===== src/rtl/fetch_pc_gen_if.sv =====
// rtl/fetch_pc_gen_if.sv - instruction-fetch request bus between PC generator and instruction memory
interface fetch_pc_gen_if #(
    parameter int PC_SZ = 32
);
    logic             ic_req_valid_out;
    logic             ic_req_ready_in;
    logic [PC_SZ-1:0] ic_req_addr_out;
    logic [PC_SZ-1:0] ic_req_pc_out;
    logic             ic_req_epoch_out;

    // PC generator side: issues requests, observes acceptance
    modport master (
        output ic_req_valid_out,
        output ic_req_addr_out,
        output ic_req_pc_out,
        output ic_req_epoch_out,
        input  ic_req_ready_in
    );

    // Instruction memory side: receives requests, signals acceptance
    modport slave (
        input  ic_req_valid_out,
        input  ic_req_addr_out,
        input  ic_req_pc_out,
        input  ic_req_epoch_out,
        output ic_req_ready_in
    );
endinterface


===== src/rtl/fetch_pc_gen.sv =====
// rtl/fetch_pc_gen.sv - fetch PC generator with sequential prediction, redirects and epoch tagging (option: PCG_MIS_CHK_EN)
module fetch_pc_gen #(
    parameter int               PC_SZ    = 32,
    parameter logic [PC_SZ-1:0] RESET_PC = '0
) (
    input  logic             clk_in,
    input  logic             reset_in,
    input  logic             br_valid_in,
    input  logic [PC_SZ-1:0] br_pc_in,
    input  logic [PC_SZ-1:0] no_br_pc_in,
    input  logic             trap_valid_in,
    input  logic [PC_SZ-1:0] trap_pc_in,
    fetch_pc_gen_if.master   ic,
    output logic             flush_out,
    output logic             mis_out,
    output logic [PC_SZ-1:0] mis_addr_out
);

    typedef enum logic [1:0] {
        S_IDLE      = 2'd0,
        S_FETCH     = 2'd1,
        S_WAIT_TRAP = 2'd2
    } state_t;

    localparam logic [PC_SZ-3:0] WORD_INC = {{(PC_SZ-3){1'b0}}, 1'b1};

    state_t           state;
    logic [PC_SZ-1:0] pc_q;
    logic             epoch_q;
    logic             pend_v;
    logic [PC_SZ-1:0] pend_pc;
    logic             valid_q;
    logic             flush_q;

    logic             br_taken;
    logic             rd;
    logic [PC_SZ-1:0] rd_raw;
    logic [PC_SZ-1:0] rd_tgt;
    logic             mis_hit;
    logic [PC_SZ-1:0] seq_pc;

    // A branch only redirects when its outcome differs from fall-through; traps always redirect and win
    always_comb begin
        br_taken = br_valid_in && (br_pc_in != no_br_pc_in);
        rd       = trap_valid_in || br_taken;
        rd_raw   = trap_valid_in ? trap_pc_in : br_pc_in;
`ifdef PCG_MIS_CHK_EN
        rd_tgt   = rd_raw;
        mis_hit  = br_taken && !trap_valid_in && br_pc_in[0];
`else
        rd_tgt   = {rd_raw[PC_SZ-1:1], 1'b0};
        mis_hit  = 1'b0;
`endif
        seq_pc   = {pc_q[PC_SZ-1:2] + WORD_INC, 2'b00};
    end

    // Fetch FSM, PC/epoch update and buffering of redirects that arrive while a request is stalled
    always_ff @(posedge clk_in or negedge reset_in) begin
        if (!reset_in) begin
            state   <= S_IDLE;
            pc_q    <= RESET_PC;
            epoch_q <= 1'b0;
            pend_v  <= 1'b0;
            pend_pc <= '0;
            valid_q <= 1'b0;
            flush_q <= 1'b0;
        end else begin
            flush_q <= 1'b0;
            case (state)
                S_IDLE: begin
                    state   <= S_FETCH;
                    valid_q <= 1'b1;
                    if (rd && !mis_hit) begin
                        pc_q    <= rd_tgt;
                        epoch_q <= ~epoch_q;
                        flush_q <= 1'b1;
                    end
                end
                S_FETCH: begin
                    if (mis_hit) begin
                        // Misaligned branch target is dropped; fetch stops until the trap arrives
                        state   <= S_WAIT_TRAP;
                        valid_q <= 1'b0;
                        pend_v  <= 1'b0;
                    end else if (ic.ic_req_ready_in) begin
                        pend_v <= 1'b0;
                        if (pend_v) begin
                            pc_q    <= pend_pc;
                            epoch_q <= ~epoch_q;
                            flush_q <= 1'b1;
                        end else if (rd) begin
                            pc_q    <= rd_tgt;
                            epoch_q <= ~epoch_q;
                            flush_q <= 1'b1;
                        end else begin
                            pc_q <= seq_pc;
                        end
                    end else if (rd) begin
                        // Request is stalled: its address must hold, so remember the newest redirect
                        pend_v  <= 1'b1;
                        pend_pc <= rd_tgt;
                    end
                end
                S_WAIT_TRAP: begin
                    if (trap_valid_in) begin
                        state   <= S_FETCH;
                        valid_q <= 1'b1;
                        pc_q    <= rd_tgt;
                        epoch_q <= ~epoch_q;
                        flush_q <= 1'b1;
                    end
                end
                default: begin
                    state   <= S_IDLE;
                    valid_q <= 1'b0;
                end
            endcase
        end
    end

`ifdef PCG_MIS_CHK_EN
    logic             mis_q;
    logic [PC_SZ-1:0] mis_addr_q;

    // One-cycle misaligned pulse; the offending address is held for the trap handler
    always_ff @(posedge clk_in or negedge reset_in) begin
        if (!reset_in) begin
            mis_q      <= 1'b0;
            mis_addr_q <= '0;
        end else begin
            mis_q <= 1'b0;
            if (state == S_FETCH && mis_hit) begin
                mis_q      <= 1'b1;
                mis_addr_q <= br_pc_in;
            end
        end
    end

    assign mis_out      = mis_q;
    assign mis_addr_out = mis_addr_q;
`else
    assign mis_out      = 1'b0;
    assign mis_addr_out = '0;
`endif

    assign ic.ic_req_valid_out = valid_q;
    assign ic.ic_req_addr_out  = {pc_q[PC_SZ-1:2], 2'b00};
    assign ic.ic_req_pc_out    = pc_q;
    assign ic.ic_req_epoch_out = epoch_q;
    assign flush_out           = flush_q;

endmodule


===== src/flat_wrapper.sv =====
// flat-port wrapper written by rule: the top's interface ports become plain ports
module fetch_pc_gen_flat 
#(
    parameter int               PC_SZ    = 32,
    parameter logic [PC_SZ-1:0] RESET_PC = '0
)
  (clk_in, reset_in, br_valid_in, br_pc_in, no_br_pc_in, trap_valid_in, trap_pc_in, flush_out, mis_out, mis_addr_out, ic_ic_req_valid_out, ic_ic_req_addr_out, ic_ic_req_pc_out, ic_ic_req_epoch_out, ic_ic_req_ready_in);
  fetch_pc_gen_if #(.PC_SZ(PC_SZ)) ic_i ();
  input  logic clk_in;
  input  logic reset_in;
  input  logic br_valid_in;
  input  logic [PC_SZ-1:0] br_pc_in;
  input  logic [PC_SZ-1:0] no_br_pc_in;
  input  logic trap_valid_in;
  input  logic [PC_SZ-1:0] trap_pc_in;
  output logic flush_out;
  output logic mis_out;
  output logic [PC_SZ-1:0] mis_addr_out;
  output wire logic [$bits(ic_i.ic_req_valid_out)-1:0] ic_ic_req_valid_out;
  output wire logic [$bits(ic_i.ic_req_addr_out)-1:0] ic_ic_req_addr_out;
  output wire logic [$bits(ic_i.ic_req_pc_out)-1:0] ic_ic_req_pc_out;
  output wire logic [$bits(ic_i.ic_req_epoch_out)-1:0] ic_ic_req_epoch_out;
  input wire logic [$bits(ic_i.ic_req_ready_in)-1:0] ic_ic_req_ready_in;
  assign ic_ic_req_valid_out = ic_i.ic_req_valid_out;
  assign ic_ic_req_addr_out = ic_i.ic_req_addr_out;
  assign ic_ic_req_pc_out = ic_i.ic_req_pc_out;
  assign ic_ic_req_epoch_out = ic_i.ic_req_epoch_out;
  assign ic_i.ic_req_ready_in = ic_ic_req_ready_in;
  fetch_pc_gen #(.PC_SZ(PC_SZ), .RESET_PC(RESET_PC)) u_core (.clk_in(clk_in), .reset_in(reset_in), .br_valid_in(br_valid_in), .br_pc_in(br_pc_in), .no_br_pc_in(no_br_pc_in), .trap_valid_in(trap_valid_in), .trap_pc_in(trap_pc_in), .ic(ic_i), .flush_out(flush_out), .mis_out(mis_out), .mis_addr_out(mis_addr_out));
endmodule

===== config.mk =====
export PLATFORM = sky130hd
export DESIGN_NAME = fetch_pc_gen_flat
export DESIGN_NICKNAME = d
export VERILOG_FILES = /design/src/rtl/fetch_pc_gen_if.sv /design/src/rtl/fetch_pc_gen.sv /design/src/flat_wrapper.sv
export SDC_FILE = /design/constraint.sdc
export NUM_CORES = 1
export LEC_CHECK = 0
export CAP_MARGIN = 15
export CORE_ASPECT_RATIO = 0.7
export CORE_UTILIZATION = 48
export DETAILED_ROUTE_END_ITERATION = 7
export HOLD_SLACK_MARGIN = 0.1
export PLACE_DENSITY = 0.91
export SLEW_MARGIN = 40
export SYNTH_ARGS = -nofsm -noshare
export SYNTH_HDL_FRONTEND = slang
export SYNTH_SLANG_ARGS = --single-unit

===== constraint.sdc =====
create_clock -name clk_in -period 4.2 [get_ports clk_in]
set_input_delay 0.63 -clock clk_in [delete_from_list [all_inputs] [get_ports clk_in]]
set_output_delay 0.63 -clock clk_in [all_outputs]
set_load 0.02 [all_outputs]

# Yosys cells after proc, flatten, opt, wreduce, memory -nomap -nowiden
# Index checks and enable logic that the tools add are counted.
# classes
n_reduce_logical	10
eq_ne	6
bitwise	3
n_mux	23
n_addsub	1
# ops
op	count
32-bit 2-to-1 mux	6
32-bit one-hot mux with 3 select lines	1
32-bit inequality test	1
30-bit by 1-bit adder with 30-bit output (second input constant)	1
1-bit 2-to-1 mux	11
1-bit one-hot mux with 3 select lines	3
2-bit one-hot mux with 3 select lines	1
3-bit AND reduction	2
2-bit inequality test (second input constant)	2
2-bit AND reduction	2
4-bit AND reduction	1
1-bit NOT	3
3-bit nonzero test	1
2-bit by 1-bit equality test with 1-bit output (second input constant)	1
2-bit equality test (second input constant)	1
2-bit logical NOT	1
2-bit 2-to-1 mux	1
2-bit by 1-bit inequality test with 1-bit output (second input constant)	1
2-bit nonzero test	1
1-bit logical AND	1
1-bit logical OR	1
# word_totals
register_bits	69
input_bits	101
out_inout_bits	100

# Logic depth before layout (Yosys ltp)
# logic_depth
depth_word	7
mapped_depth	10

# Worst setup path after synthesis
# OpenSTA, ideal clock, no wires.
# synth_path
kind	input port to flip-flop
from	input no_br_pc_in[28]
to	register u_core.pend_pc[10]
required_time_ns	4.075
cell_stages	8
t_arrival_ns	2.330
path_slack_ns	1.745
setup_ns	0.125
cell_sequence	xor2_1 -> nor4_1 -> nand4_1 -> o21ai_2 -> nand2_2 -> nand2_1 -> buf_2 -> mux2_2
# synth_via
elab_chain_len	4
# synth_rtl
element	line	source
start: declaration	flat_wrapper.sv:13	input logic [PC_SZ-1:0] no_br_pc_in;
32-bit inequality test	fetch_pc_gen.sv:44	br_taken = br_valid_in && (br_pc_in != no_br_pc_in);
1-bit logical AND	fetch_pc_gen.sv:44	
1-bit logical OR	fetch_pc_gen.sv:45	rd = trap_valid_in || br_taken;
3-bit AND reduction (no source line)	--	
end signal: assignment	fetch_pc_gen.sv:101	pend_pc <= rd_tgt;
end: declaration	fetch_pc_gen.sv:31	logic [PC_SZ-1:0] pend_pc;
# No other way between the ends.
# A chain may end at the register's enable or synchronous reset.

# Worst setup path after layout
# layout_path
from	input br_pc_in[8]
to	register u_core.pc_q[21], in the netlist u_core.ic.ic_req_pc_out[21]
# layout_via
elab_chain_len	7
# layout_rtl
element	line	source
start: declaration	flat_wrapper.sv:12	input logic [PC_SZ-1:0] br_pc_in;
32-bit inequality test (*)	fetch_pc_gen.sv:44	
1-bit logical AND (*)	fetch_pc_gen.sv:44	
1-bit logical OR (*)	fetch_pc_gen.sv:45	
32-bit 2-to-1 mux	fetch_pc_gen.sv:91	end else if (rd) begin
32-bit 2-to-1 mux	fetch_pc_gen.sv:87	if (pend_v) begin
32-bit 2-to-1 mux	fetch_pc_gen.sv:85	end else if (ic.ic_req_ready_in) begin
32-bit one-hot mux with 3 select lines	fetch_pc_gen.sv:69	case (state)
end signal: assignment	fetch_pc_gen.sv:74	pc_q <= rd_tgt;
end signal: assignment	fetch_pc_gen.sv:88	pc_q <= pend_pc;
end signal: assignment	fetch_pc_gen.sv:92	pc_q <= rd_tgt;
end: declaration	fetch_pc_gen.sv:28	logic [PC_SZ-1:0] pc_q;
# Every way passes the cells marked *; elsewhere a longest branch is shown, timed or not. The select of a mux whose other input is x is not followed.

==> metrics.yaml <==
period_needed_ns: 3.49
fin_setup_tns_ns: 0
arrival_ns: 3.76
multi_input_area_um2: 2880
synthTopCellsByCount: "nand2_1 (68), buf_4 (67), dfrtp_1 (66)"
htreeDepth: 3
crit_type: "primary input to flop"
dpl_cell_area_um2: 6460
clk_path_buf_depth: 2
maxCapViolations: 0
rsz0062_at_grt: "false"
synth.cell_area_um2: 5050
peakVddDrop_mv: 0.271
cts_resized: 0
portBuffers: 163
insertion_delay_ns: 0.34
grt_util_all_layers: 0.316
p_total_uw: 2700
fillerInstances: 746
die_x_um: 125
async_flop_share: 1.00
hold_violations: 0
regArea_um2: 1650
tritoncts: "done"
grt_pass1_wl_mm: 26.7
setup.worst_path.start_class: "primary input"
syn_avg_cell_area_um2: 8.37
drive_above_1_share: 0.0873
drt_first_pass_iters: 7
cp.required_ns: 4.47
cts_buffers: 9
clkSinkCount: 66
grt-ovfl-total: 0
skew_ns: 0.00725
std_cell_rows: 30
synth_area_leaders: "dfrtp_1 (33%), buf_4 (10%), xor2_1 (7.5%)"
fmax_mhz: 287
powerDensity_nw_per_um2: 396
die-height_um: 87.8
yosysTopAreaCellShare: 0.327
start_util: 0.508
slew_viol_final: 0
instances_no_fill: 861
cts_root_buf: "clkbuf_16"
area_growth_pct: 35.0
yosys.area.top_type: "dfrtp_1"
drt_iter0_drc: 583
holdWs_ns: 0.267
critPathCaptureType: "flop"
setup_viol: 0
outcome: "finished clean"
drc: 0
grt_max_degree: 56
postRouteAntennaNets: 0
synth_cell_types: 66
post_drt_wl_per_cell_um: 20.0
dp.cells: 845
synthFlopType: "dfrtp_1"
cts_setup_buffers: 0
place.gp.congestion: 0.932
dieArea_um2: 10900
post-synth-top-count-cell: "nand2_1"
cts.clk_slew.worst_paths_ns: 0.06
post-route-period-util: 0.830
hpwl_mm: 12.4
design.core.area_um2: 9950
final_cell_area_um2: 6820
critPathMaxFanout: 17
ys_seq_area_frac: 0.327
viasPerCell: 6.13
num_vias: 5277
ys_ff_latch: 66
max_slew_margin: 0.390
ys_warn_count: 0
nets: 830
tightest_slew_ns: 0.915
grt_antenna_before_repair: 0
drt-total-wl_mm: 17.2
synth_edf_count: 0
power.leakage_uw: 0.00285
hold_buffers: 0
num_antenna_cells: 0
grt_pass1_vias: 5234
io_pins: 201
hp-class: "primary input to asynchronous set/reset pin"
synthCells: 603
[placed cells by master, fill, tap and decap left out, drive strengths merged, types with 8 or more instances in the layout]
cell	instances
a211oi	8
a21oi	30
buf	17
clkbuf	11
clkdlybuf4s50	161
conb	37
dfrtp	66
mux2	19
mux2i	24
nand2	69
nand3	16
nor2	40
nor3	16
nor4	11
o21ai	64
o22ai	9
xor2	43
[metrics by stage]
step | utilization | worst slack [ns]
2_1_floorplan | - | 1.75
3_3_place_gp | 0.650 | 0.574
3_5_place_dp | 0.650 | 0.483
4_1_cts | 0.685 | 0.822
5_1_grt | 0.685 | 0.571
6_report | 0.685 | 0.713
[worst max-delay path, cell delays in order]
cell and delay (ns):
clkdlybuf4s50_1 0.47, xor2_1 0.19, nor4_1 0.57, nand4_1 0.23
o21ai_2 0.28, nand2_2 0.30, o21ai_2 0.63, buf_4 0.25
a22oi_1 0.09, o21ai_1 0.11
[worst paths after layout]
| check | start | endpoint | slack (ns) | cells past startpoint |
|---|---|---|---|---|
| setup / recovery | br_pc_in[8] | u_core.ic.ic_req_pc_out[21] | 0.71 | 10 |
| hold / removal | reset_in | u_core.pend_pc[4] | 0.27 | 1 |
| setup reg to reg | u_core.pend_v | u_core.ic.ic_req_pc_out[12] | 1.40 | 4 |
| hold reg to reg | u_core.ic.ic_req_epoch_out | u_core.ic.ic_req_epoch_out | 0.48 | 1 |
| max in group asynchronous | reset_in | u_core.ic.ic_req_pc_out[10] | 3.13 | 2 |
| min in group clk_in | u_core.ic.ic_req_epoch_out | u_core.ic.ic_req_epoch_out | 0.48 | 1 |
[cell type report]
class                           instances  area share
Clock inverter                          5      0.0147
Clock buffer                           11      0.0371
Tap cell                              128      0.0235
Multi-Input combinational cell        466       0.422
Inverter                                7     0.00385
Sequential cell                        66       0.242
Timing Repair Buffer                  178       0.257
[kinds of logic (layout without fill, tap and decap cells)]
| group | count (synthesis) | after routing | synth area share |
|---|---|---|---|
| AND/OR/NAND/NOR | 182 | 182 | 0.174 |
| AO/OA/AOI/OAI | 153 | 153 | 0.188 |
| buffers and inverters | 106 | 201 | 0.130 |
| flip-flops | 66 | 66 | 0.327 |
| XOR/XNOR | 50 | 50 | 0.0867 |
| multiplexers | 43 | 43 | 0.0900 |
| other | 2 | 37 | 0.00149 |
| adder cells (fa/ha/maj) | 1 | 1 | 0.00248 |
[routing by layer]
metal	routed length [um]	global-route usage
met3	2230	0.0910
met5	0	0
met4	455	0.128
met1	6710	0.402
met2	7840	0.512
[power by group]
group	internal (uW)	switching, uW
clock	610	288
sequential	747	149
combinational	426	481
total	1780	918
[sequential cells by signal, summed over array words and instances (netlist names)]
register and flops:
u_core.pend_v 1, u_core.ic.ic_req_epoch_out 1, u_core.flush_out 1, u_core.state 1
u_core.pend_pc 31, u_core.ic.ic_req_pc_out 31
No activity file was read; power rests on OpenSTA's default activity.
